<file path="src/rtl/router_pkt_src.sv">
// router_pkt_src: upstream packet source for the 1x3 router core.
// Buffers a payload, then serializes header/length/payload/parity.
//
// Ports:
//   clock, reset        rising-edge clock, sync active-high reset
//   req_valid/ready     packet request handshake (req_addr, req_len)
//   pay_valid/ready     payload word handshake (pay_data)
//   packet_valid        router packet_valid
//   data_out            router data_in
//   busy                router back-pressure
//   err                 router parity-error flag
//   done                pulse when the parity word transfers
//   bad_req             pulse when an illegal request is dropped
//   err_cnt             saturating count of err-flagged packets
module router_pkt_src #(
    parameter int MAX_LEN    = 7,
    parameter int GAP_CYCLES = 2
) (
    input  logic       clock,
    input  logic       reset,
    input  logic       req_valid,
    output logic       req_ready,
    input  logic [1:0] req_addr,
    input  logic [2:0] req_len,
    input  logic       pay_valid,
    output logic       pay_ready,
    input  logic [2:0] pay_data,
    output logic       packet_valid,
    output logic [2:0] data_out,
    input  logic       busy,
    input  logic       err,
    output logic       done,
    output logic       bad_req,
    output logic [3:0] err_cnt
);

    localparam int GW = (GAP_CYCLES > 1) ? $clog2(GAP_CYCLES) : 1;

    typedef enum logic [2:0] {
        IDLE, LOAD, HEADER, LENGTH, PAYLOAD, PARITY, GAP
    } state_t;

    state_t        state, state_d;
    logic [1:0]    addr_q, addr_d;
    logic [2:0]    len_q, len_d;
    logic [2:0]    idx_q, idx_d;
    logic [2:0]    par_q, par_d;
    logic [GW-1:0] gap_q, gap_d;
    logic [2:0]    pbuf [MAX_LEN];
    logic          buf_we;
    logic          last_word;

    logic          req_ready_d, pay_ready_d, packet_valid_d;
    logic          done_d, bad_req_d;
    logic [2:0]    data_out_d;
    logic [3:0]    err_cnt_d;

    assign last_word = (idx_q == (len_q - 3'd1));

    always_comb begin
        state_d        = state;
        addr_d         = addr_q;
        len_d          = len_q;
        idx_d          = idx_q;
        par_d          = par_q;
        gap_d          = gap_q;
        buf_we         = 1'b0;
        req_ready_d    = req_ready;
        pay_ready_d    = pay_ready;
        packet_valid_d = packet_valid;
        data_out_d     = data_out;
        err_cnt_d      = err_cnt;
        done_d         = 1'b0;
        bad_req_d      = 1'b0;

        unique case (state)
            IDLE: begin
                if (req_valid && req_ready) begin
                    addr_d = req_addr;
                    len_d  = req_len;
                    par_d  = 3'd0;
                    idx_d  = 3'd0;
                    if (req_addr == 2'd3 || req_len == 3'd0) begin
                        bad_req_d = 1'b1;
                    end else begin
                        state_d     = LOAD;
                        req_ready_d = 1'b0;
                        pay_ready_d = 1'b1;
                    end
                end
            end
            LOAD: begin
                if (pay_valid) begin
                    buf_we = 1'b1;
                    idx_d  = idx_q + 3'd1;
                    if (last_word) begin
                        state_d        = HEADER;
                        idx_d          = 3'd0;
                        pay_ready_d    = 1'b0;
                        packet_valid_d = 1'b1;
                        data_out_d     = {1'b0, addr_q};
                    end
                end
            end
            // The accumulator folds in the word currently on the link,
            // so it only advances on a real transfer.
            HEADER: begin
                if (!busy) begin
                    par_d      = par_q ^ data_out;
                    state_d    = LENGTH;
                    data_out_d = len_q;
                end
            end
            LENGTH: begin
                if (!busy) begin
                    par_d      = par_q ^ data_out;
                    state_d    = PAYLOAD;
                    data_out_d = pbuf[0];
                end
            end
            PAYLOAD: begin
                if (!busy) begin
                    par_d = par_q ^ data_out;
                    if (last_word) begin
                        state_d        = PARITY;
                        idx_d          = 3'd0;
                        packet_valid_d = 1'b0;
                        data_out_d     = par_q ^ data_out;
                    end else begin
                        idx_d      = idx_q + 3'd1;
                        data_out_d = pbuf[idx_q + 3'd1];
                    end
                end
            end
            PARITY: begin
                if (!busy) begin
                    state_d    = GAP;
                    done_d     = 1'b1;
                    data_out_d = 3'd0;
                    gap_d      = '0;
                end
            end
            GAP: begin
                if (gap_q == GW'(GAP_CYCLES - 1)) begin
                    state_d     = IDLE;
                    req_ready_d = 1'b1;
                    if (err && err_cnt != 4'hf) begin
                        err_cnt_d = err_cnt + 4'd1;
                    end
                end else begin
                    gap_d = gap_q + 1'b1;
                end
            end
            default: state_d = IDLE;
        endcase
    end

    always_ff @(posedge clock) begin
        if (reset) begin
            state        <= IDLE;
            addr_q       <= 2'd0;
            len_q        <= 3'd0;
            idx_q        <= 3'd0;
            par_q        <= 3'd0;
            gap_q        <= '0;
            req_ready    <= 1'b1;
            pay_ready    <= 1'b0;
            packet_valid <= 1'b0;
            data_out     <= 3'd0;
            done         <= 1'b0;
            bad_req      <= 1'b0;
            err_cnt      <= 4'd0;
        end else begin
            state        <= state_d;
            addr_q       <= addr_d;
            len_q        <= len_d;
            idx_q        <= idx_d;
            par_q        <= par_d;
            gap_q        <= gap_d;
            req_ready    <= req_ready_d;
            pay_ready    <= pay_ready_d;
            packet_valid <= packet_valid_d;
            data_out     <= data_out_d;
            done         <= done_d;
            bad_req      <= bad_req_d;
            err_cnt      <= err_cnt_d;
        end
    end

    always_ff @(posedge clock) begin
        if (buf_we) begin
            pbuf[idx_q] <= pay_data;
        end
    end

endmodule

</file>
<file path="config.mk">
export PLATFORM = sky130hd
export DESIGN_NAME = router_pkt_src
export DESIGN_NICKNAME = d
export VERILOG_FILES = /design/src/rtl/router_pkt_src.sv
export SDC_FILE = /design/constraint.sdc
export NUM_CORES = 1
export LEC_CHECK = 0
export CORE_ASPECT_RATIO = 2
export CORE_MARGIN = 5
export CORE_UTILIZATION = 60
export CTS_CLUSTER_SIZE = 25
export DETAILED_ROUTE_END_ITERATION = 10
export GPL_TIMING_DRIVEN = 0
export PLACE_DENSITY = 0.85
export SLEW_MARGIN = 20
export SYNTH_ARGS = -nofsm -noshare
export SYNTH_HDL_FRONTEND = slang
export SYNTH_SLANG_ARGS = --single-unit
</file>
<file path="constraint.sdc">
create_clock -name clock -period 3.7 [get_ports clock]
set_clock_uncertainty 0.2 [all_clocks]
set_input_delay 0.555 -clock clock [delete_from_list [all_inputs] [get_ports clock]]
set_output_delay 0.555 -clock clock [all_outputs]
set_load 0.02 [all_outputs]
</file>
==> results of run 1 <==
-- through the flow --
step	setup WS (ps)	hold WS (ps)	total power, mW
after global routing	1140	329	1.54
after CTS	1300	295	1.47
after detailed placement	1090	285	1.11
final	1330	295	1.47
after floorplan	1560	270	0.982
after global placement	1140	263	1.10
-- cell usage after synthesis, types with 4 or more instances --
master / number / area [um2]
nor2_1: 31 / 116
dfxtp_1: 27 / 541
edfxtp_1: 21 / 631
a21oi_1: 20 / 100
nand2_1: 19 / 71.3
o21ai_0: 15 / 75.1
mux2i_1: 10 / 100
clkbuf_1: 6 / 22.5
nand2b_1: 6 / 37.5
xnor2_1: 6 / 52.6
buf_2: 5 / 25.0
inv_1: 5 / 18.8
nand3b_1: 5 / 37.5
nor3_1: 5 / 25.0
nor3b_1: 5 / 37.5
xor2_1: 4 / 35.0
-- how the worst max path moves through the flow --
| stage | endpoint | cells after the start |
|---|---|---|
| 2_1_floorplan | data_out[2]$_SDFFE_PP0P_ | 7 |
| 3_3_place_gp | pbuf[0][0]$_DFFE_PP_ | 4 |
| 3_5_place_dp | pbuf[0][0]$_DFFE_PP_ | 4 |
| 4_1_cts | data_out[2]$_SDFFE_PP0P_ | 7 |
| 5_1_grt | pbuf[1][1]$_DFFE_PP_ | 6 |
| 6_report | data_out[2]$_SDFFE_PP0P_ | 7 |
-- power groups by stage --
| stage | logic [mW] | clock network, mW | registers [mW] |
|---|---|---|---|
| 2_1_floorplan | 0.333 | 0 | 0.649 |
| 3_3_place_gp | 0.463 | 0 | 0.638 |
| 3_5_place_dp | 0.468 | 0 | 0.640 |
| 4_1_cts | 0.474 | 0.370 | 0.628 |
| 5_1_grt | 0.514 | 0.397 | 0.634 |
| 6_report | 0.475 | 0.365 | 0.628 |
-- state kept, by name (all words and copies together), names as in the netlist, 2 cells and up --
signal,flops
err_cnt,4
pbuf,21
idx_q,3
data_out,3
state,3
par_q,3
addr_q,2
len_q,3
-- per-layer routing --
layer / GRT usage (%) / part of all wire [%] / vias to the layer above
met5: 0 / 0 / -
met4: 12.9 / 4.5 / 0
met3: 4.05 / 3.5 / 22
li1: - / - / 918
met1: 20.2 / 35 / 898
met2: 37.4 / 57 / 50
-- cells by family after synthesis --
family          Yosys count  share of synthesized area [%]
compound gates           55                           15.2
flops                    48                           48.8
buf+inv                  19                           3.54
fa+ha+maj                 3                           1.56
xor+xnor                 11                           4.69
simple gates             85                           17.9
mux                      16                           8.39
-- area by class of cell --
class / instances / area (um2) / area share, %
Timing Repair Buffer: 24 / 240 / 8.54
Clock buffer: 6 / 72.6 / 2.58
Clock inverter: 2 / 35.0 / 1.25
Tap cell: 51 / 63.8 / 2.27
Sequential cell: 48 / 1170 / 41.6
Inverter: 5 / 18.8 / 0.667
Buffer: 14 / 66.3 / 2.36
Multi-Input combinational cell: 170 / 1140 / 40.7
-- worst max-delay path, delay by kind of cell, from the launching register on --
kind	cells	cell delay, ps
compound gates	3	730
buf+inv	1	70
fa+ha+maj	1	300
simple gates	1	150
xor+xnor	1	430
flops	1	400
==> flow_metrics.py, run 1 <==
metrics = {
    "outcome": {
        "status": "complete, no violations",
    },
    "floorplan": {
        "dieArea_mm2": 0.00544,
        "initial_core_util_pct": 61.8,
        "num_rows": 32,
        "die_x_um": 54.7,
        "ios": 26,
        "core_mm2": 0.00388,
        "die_h_um": 99.5,
    },
    "global_route": {
        "grt_pass1_wl_um": 8170,
        "grtUsageTotal_pct": 20.9,
        "overflow": 0,
        "grt_pass1_vias": 1832,
        "grt_max_degree": 15,
        "antenna_found_initial": 0,
    },
    "sta": {
        "worst_pin_slew_ps": 607,
        "hold_violations": 0,
        "setup_viol": 0,
        "period_needed_ps": 2370,
        "fin_crit_sh_pct": 64.1,
        "rsz0062_at_grt": "no",
        "slew_viol_final": 0,
        "slew_headroom_pct": 59.1,
        "max_clock_freq_ghz": 0.421,
        "tns_ps": 0,
    },
    "synthesis": {
        "synth-edff-count": 21,
        "ys_ff_latch": 48,
        "avgSynthCellArea_um2": 10.1,
        "synth-seq-area-share_pct": 48.8,
        "netlist_instances": 237,
        "async_reset_ff_share_pct": 0,
        "syn_area_mm2": 0.00240,
        "synth_fp_nets": 254,
        "synth_flop_cell": "dfxtp_1",
        "yosys_warnings": 0,
        "synth_cell_type_count": 46,
    },
    "worst_setup_path": {
        "r2r_setup_slack_ps": 1330,
        "max_stage_delay_ps": 430,
        "path_cells": "inv_1, ha_1, xnor2_1, nor3_4, o32a_4, o21a_1, a211oi_1",
        "critPathKind": "reg -> reg",
        "startpoint": "len_q[0]$_SDFFE_PP0P_",
        "critPathSlowestCell": "xnor2_1",
        "cp_max_fo": 9,
        "r2r-end": "data_out[2]$_SDFFE_PP0P_",
        "critPathLaunchType": "flop",
        "cp-end-kind": "flop",
        "rr_worst_depth": 7,
        "required_ps": 3710,
        "r2r_start": "len_q[0]$_SDFFE_PP0P_",
        "cp.arrival_ps": 2390,
    },
    "final_layout": {
        "finalNetCount": 285,
        "final_util_pct": 72.4,
        "mostFrequentLayoutCell": "nor2_1",
        "num_antenna_cells": 0,
        "final_cell_mix": "nor2_1 (31), dfxtp_1 (27), clkdlybuf4s50_1 (24)",
        "area_growth_syn_to_layout_pct": 17.1,
        "stdcell_area_mm2": 0.00281,
        "drive_gt1_share_pct": 9.29,
        "nFillCells": 314,
        "finalNonFillerCells": 320,
    },
    "power_and_ir_drop": {
        "p_int_mw": 0.998,
        "swShare_pct": 32.0,
        "pwr-share-seq_pct": 42.8,
        "power_density_mw_per_mm2": 522,
        "power.switching_mw": 0.469,
        "peakVddDrop_mv": 0.442,
        "leakagePower_nw": 0.984,
        "pwr-share-clk_pct": 24.9,
        "power_frac_comb_pct": 32.3,
    },
    "placed_design": {
        "dp.cells": 312,
        "io_buffer_count": 24,
        "place_congestion": 0.829,
        "dp_hpwl_um": 3800,
        "placed_area_mm2": 0.00271,
    },
    "hold_path": {
        "holdPathStages": 2,
        "min_to": "packet_valid$_SDFFE_PP0P_",
        "hold_start": "packet_valid$_SDFFE_PP0P_",
        "hold_path_class": "reg -> reg",
    },
    "routing": {
        "wire_per_inst_um": 15.7,
        "drc": 0,
        "postRouteAntennaNets": 0,
        "drtPass1Iterations": 5,
        "num_vias": 1888,
        "drtIter0Drc": 52,
        "wl_um": 5010,
        "vias_per_cell": 5.90,
    },
    "clock_tree": {
        "numCtsBuffers": 5,
        "cts_tree": "done",
        "insertion_delay_ps": 300,
        "holdBufCountCts": 0,
        "cts_root_buffer": "clkbuf_8",
        "cts.htree.levels": 2,
        "post-cts-setup-buffer-count": 0,
        "cts_max_path_buffers": 2,
        "cts_sinks": 48,
        "clk_pin_slew_ps": 90,
        "ctsResizeCount": 0,
    },
    "flow_run": {
        "maxCapViolations": 0,
    },
}
Note: power is estimated with default switching activity, not from simulation.
==> run 2: changes to the inputs <==
- CORE_UTILIZATION: 60 -> 50
- PLACE_DENSITY: 0.85 -> 0.76
- clock period: 3.7 -> 1.9 ns (I/O delays scaled with it)
==> flow_metrics.py, run 2 (same netlist as run 1, synthesis figures left out) <==
metrics = {
    "final_layout": {
        "nFillCells": 410,
        "area_growth_syn_to_layout_pct": 25.2,
        "largest_register_ffs": 21,
        "finalNetCount": 287,
        "drive_gt1_share_pct": 24.7,
        "top_register": "pbuf",
        "final_cell_mix": "clkdlybuf4s50_1 (24), nor2_1 (22), dfxtp_1 (21), edfxtp_1 (21), a21oi_1 (18)",
        "reg_top3": "pbuf x21, err_cnt x4",
        "final_util_pct": 64.8,
        "num_antenna_cells": 0,
        "mostFrequentLayoutCell": "clkdlybuf4s50_1",
    },
    "clock_tree": {
        "cts_sinks": 48,
        "insertion_delay_ps": 290,
        "cts_root_buffer": "clkbuf_8",
        "numCtsBuffers": 5,
        "cts_tree": "done",
        "holdBufCountCts": 0,
        "cts_max_path_buffers": 2,
        "cts.htree.levels": 2,
        "clk_pin_slew_ps": 90,
    },
    "worst_setup_path": {
        "rr_worst_depth": 5,
        "critPathKind": "reg -> reg",
        "r2r-end": "state[0]$_SDFFE_PP0P_",
        "endpoint": "state[0]$_SDFFE_PP0P_",
        "cp.arrival_ps": 2030,
        "critPathLaunchType": "flop",
        "cp-end-kind": "flop",
        "startpoint": "idx_q[2]$_SDFFE_PP0P_",
        "max_stage_delay_ps": 500,
        "required_ps": 1890,
        "path_cells": "xor3_2, o311ai_4, o211a_1, a21oi_1, a31o_2",
        "cp_max_fo": 4,
        "critPathSlowestCell": "xor3_2",
        "r2r_setup_slack_ps": -140,
        "r2r_start": "idx_q[2]$_SDFFE_PP0P_",
    },
    "global_route": {
        "antenna_found_initial": 0,
        "grtUsageTotal_pct": 17.9,
        "overflow": 0,
        "grt_pass1_vias": 1875,
        "grt_pass1_wl_um": 8660,
        "grt_max_degree": 16,
    },
    "routing": {
        "wire_per_inst_um": 16.5,
        "drc": 0,
        "num_vias": 1877,
        "drtIter0Drc": 52,
        "drtPass1Iterations": 4,
        "vias_per_cell": 5.76,
        "wl_um": 5390,
        "postRouteAntennaNets": 0,
    },
    "floorplan": {
        "initial_core_util_pct": 51.7,
        "die_x_um": 59,
        "die_h_um": 108,
        "core_mm2": 0.00464,
        "num_rows": 35,
        "dieArea_mm2": 0.00637,
        "ios": 26,
    },
    "sta": {
        "hold_violations": 0,
        "worst_pin_slew_ps": 527,
        "fin_crit_sh_pct": 107,
        "setup_viol": 7,
        "period_needed_ps": 2040,
        "slew_viol_final": 0,
        "max_clock_freq_ghz": 0.490,
        "finalWorstSetupSlack_ps": -140,
        "hold_slack_ps": 276,
        "slew_headroom_pct": 64.9,
        "rsz0062_at_grt": "yes",
    },
    "outcome": {
        "violations": "negative setup slack",
        "status": "complete, but fails checks",
    },
    "flow_run": {
        "maxCapViolations": 0,
    },
    "placed_design": {
        "io_buffer_count": 24,
        "place_congestion": 0.790,
        "dp_hpwl_um": 4020,
        "dp_slack_ps": -571,
    },
    "hold_path": {
        "hold_path_class": "reg -> reg",
    },
    "power_and_ir_drop": {
        "leakagePower_nw": 1.02,
        "peakVddDrop_mv": 0.593,
        "power_density_mw_per_mm2": 995,
    },
}
run 2: changes by cell type in the layout (fill, tap and decap cells not counted), moves of 4 or more:
cell,before,now
buf_4,0,8
clkbuf_1,7,3
dfxtp_1,27,21
nor2_2,0,9
dfxtp_2,0,4
o21ai_0,15,11
nor2_1,31,22
run 2: layout make-up:
| cell class | instances | area, um2 | area share (%) |
|---|---|---|---|
| sequential | 48 | 1180 | 39.4 |
| clock buffer | 6 | 82.6 | 2.75 |
| timing repair buffer | 30 | 285 | 9.49 |
| multi-input combinational | 170 | 1300 | 43.1 |
| buffer | 10 | 56.3 | 1.87 |
| inverter | 5 | 18.8 | 0.624 |
| tap | 55 | 68.8 | 2.29 |
| clock inverter | 2 | 15.0 | 0.499 |
run 2: worst max-delay path, delay by kind of cell, from the launching register on:
family / cells / cell delay (ps)
XOR/XNOR: 1 / 500
flip-flops: 1 / 360
AO/OA/AOI/OAI: 4 / 890
run 2: worst min path at each step:
stage	slack (ps)	to	cells past startpoint	startpoint
floorplan	180	pbuf[0][0]$_DFFE_PP_	0	pay_data[0]
global placement	260	packet_valid$_SDFFE_PP0P_	2	packet_valid$_SDFFE_PP0P_
detailed placement	270	packet_valid$_SDFFE_PP0P_	2	packet_valid$_SDFFE_PP0P_
CTS	280	bad_req$_SDFF_PP0_	2	reset
global route	290	data_out[1]$_SDFFE_PP0P_	2	reset
finish	280	packet_valid$_SDFFE_PP0P_	2	packet_valid$_SDFFE_PP0P_
run 2: power by group:
group	switching, mW	leakage [nW]	internal [mW]	total, mW
clock	0.343	0.0434	0.295	0.638
combinational	0.604	0.567	0.509	1.11
sequential	0.0843	0.412	1.16	1.24
run 2: through the flow:
stage | power [mW] | area [um2] | std cells | setup TNS, ps
floorplan | 1.93 | 2420 | 237 | -434
global placement | 2.17 | 2730 | 316 | -10070
detailed placement | 2.19 | 2730 | 316 | -11010
CTS | 2.91 | 2950 | 327 | -613
global route | 3.12 | 3010 | 326 | -1620
finish | 2.99 | 3010 | 326 | -417
run 2: metal layers:
layer	track usage, %	routed length [um]	up-vias
met5	0	0	-
met4	7.94	163	0
met3	2.87	133	11
met2	35.0	3220	38
met1	17.1	1870	912
li1	-	-	916
run 2: timing repair:
| item | 4_1_cts | 5_1_grt |
|---|---|---|
| setup endpoints to repair | 36 | 34 |
| pin swaps | 4 | 10 |
| setup buffers | 5 | 1 |
| gates resized for setup | 26 | 23 |
| cloned | 0 | 0 |
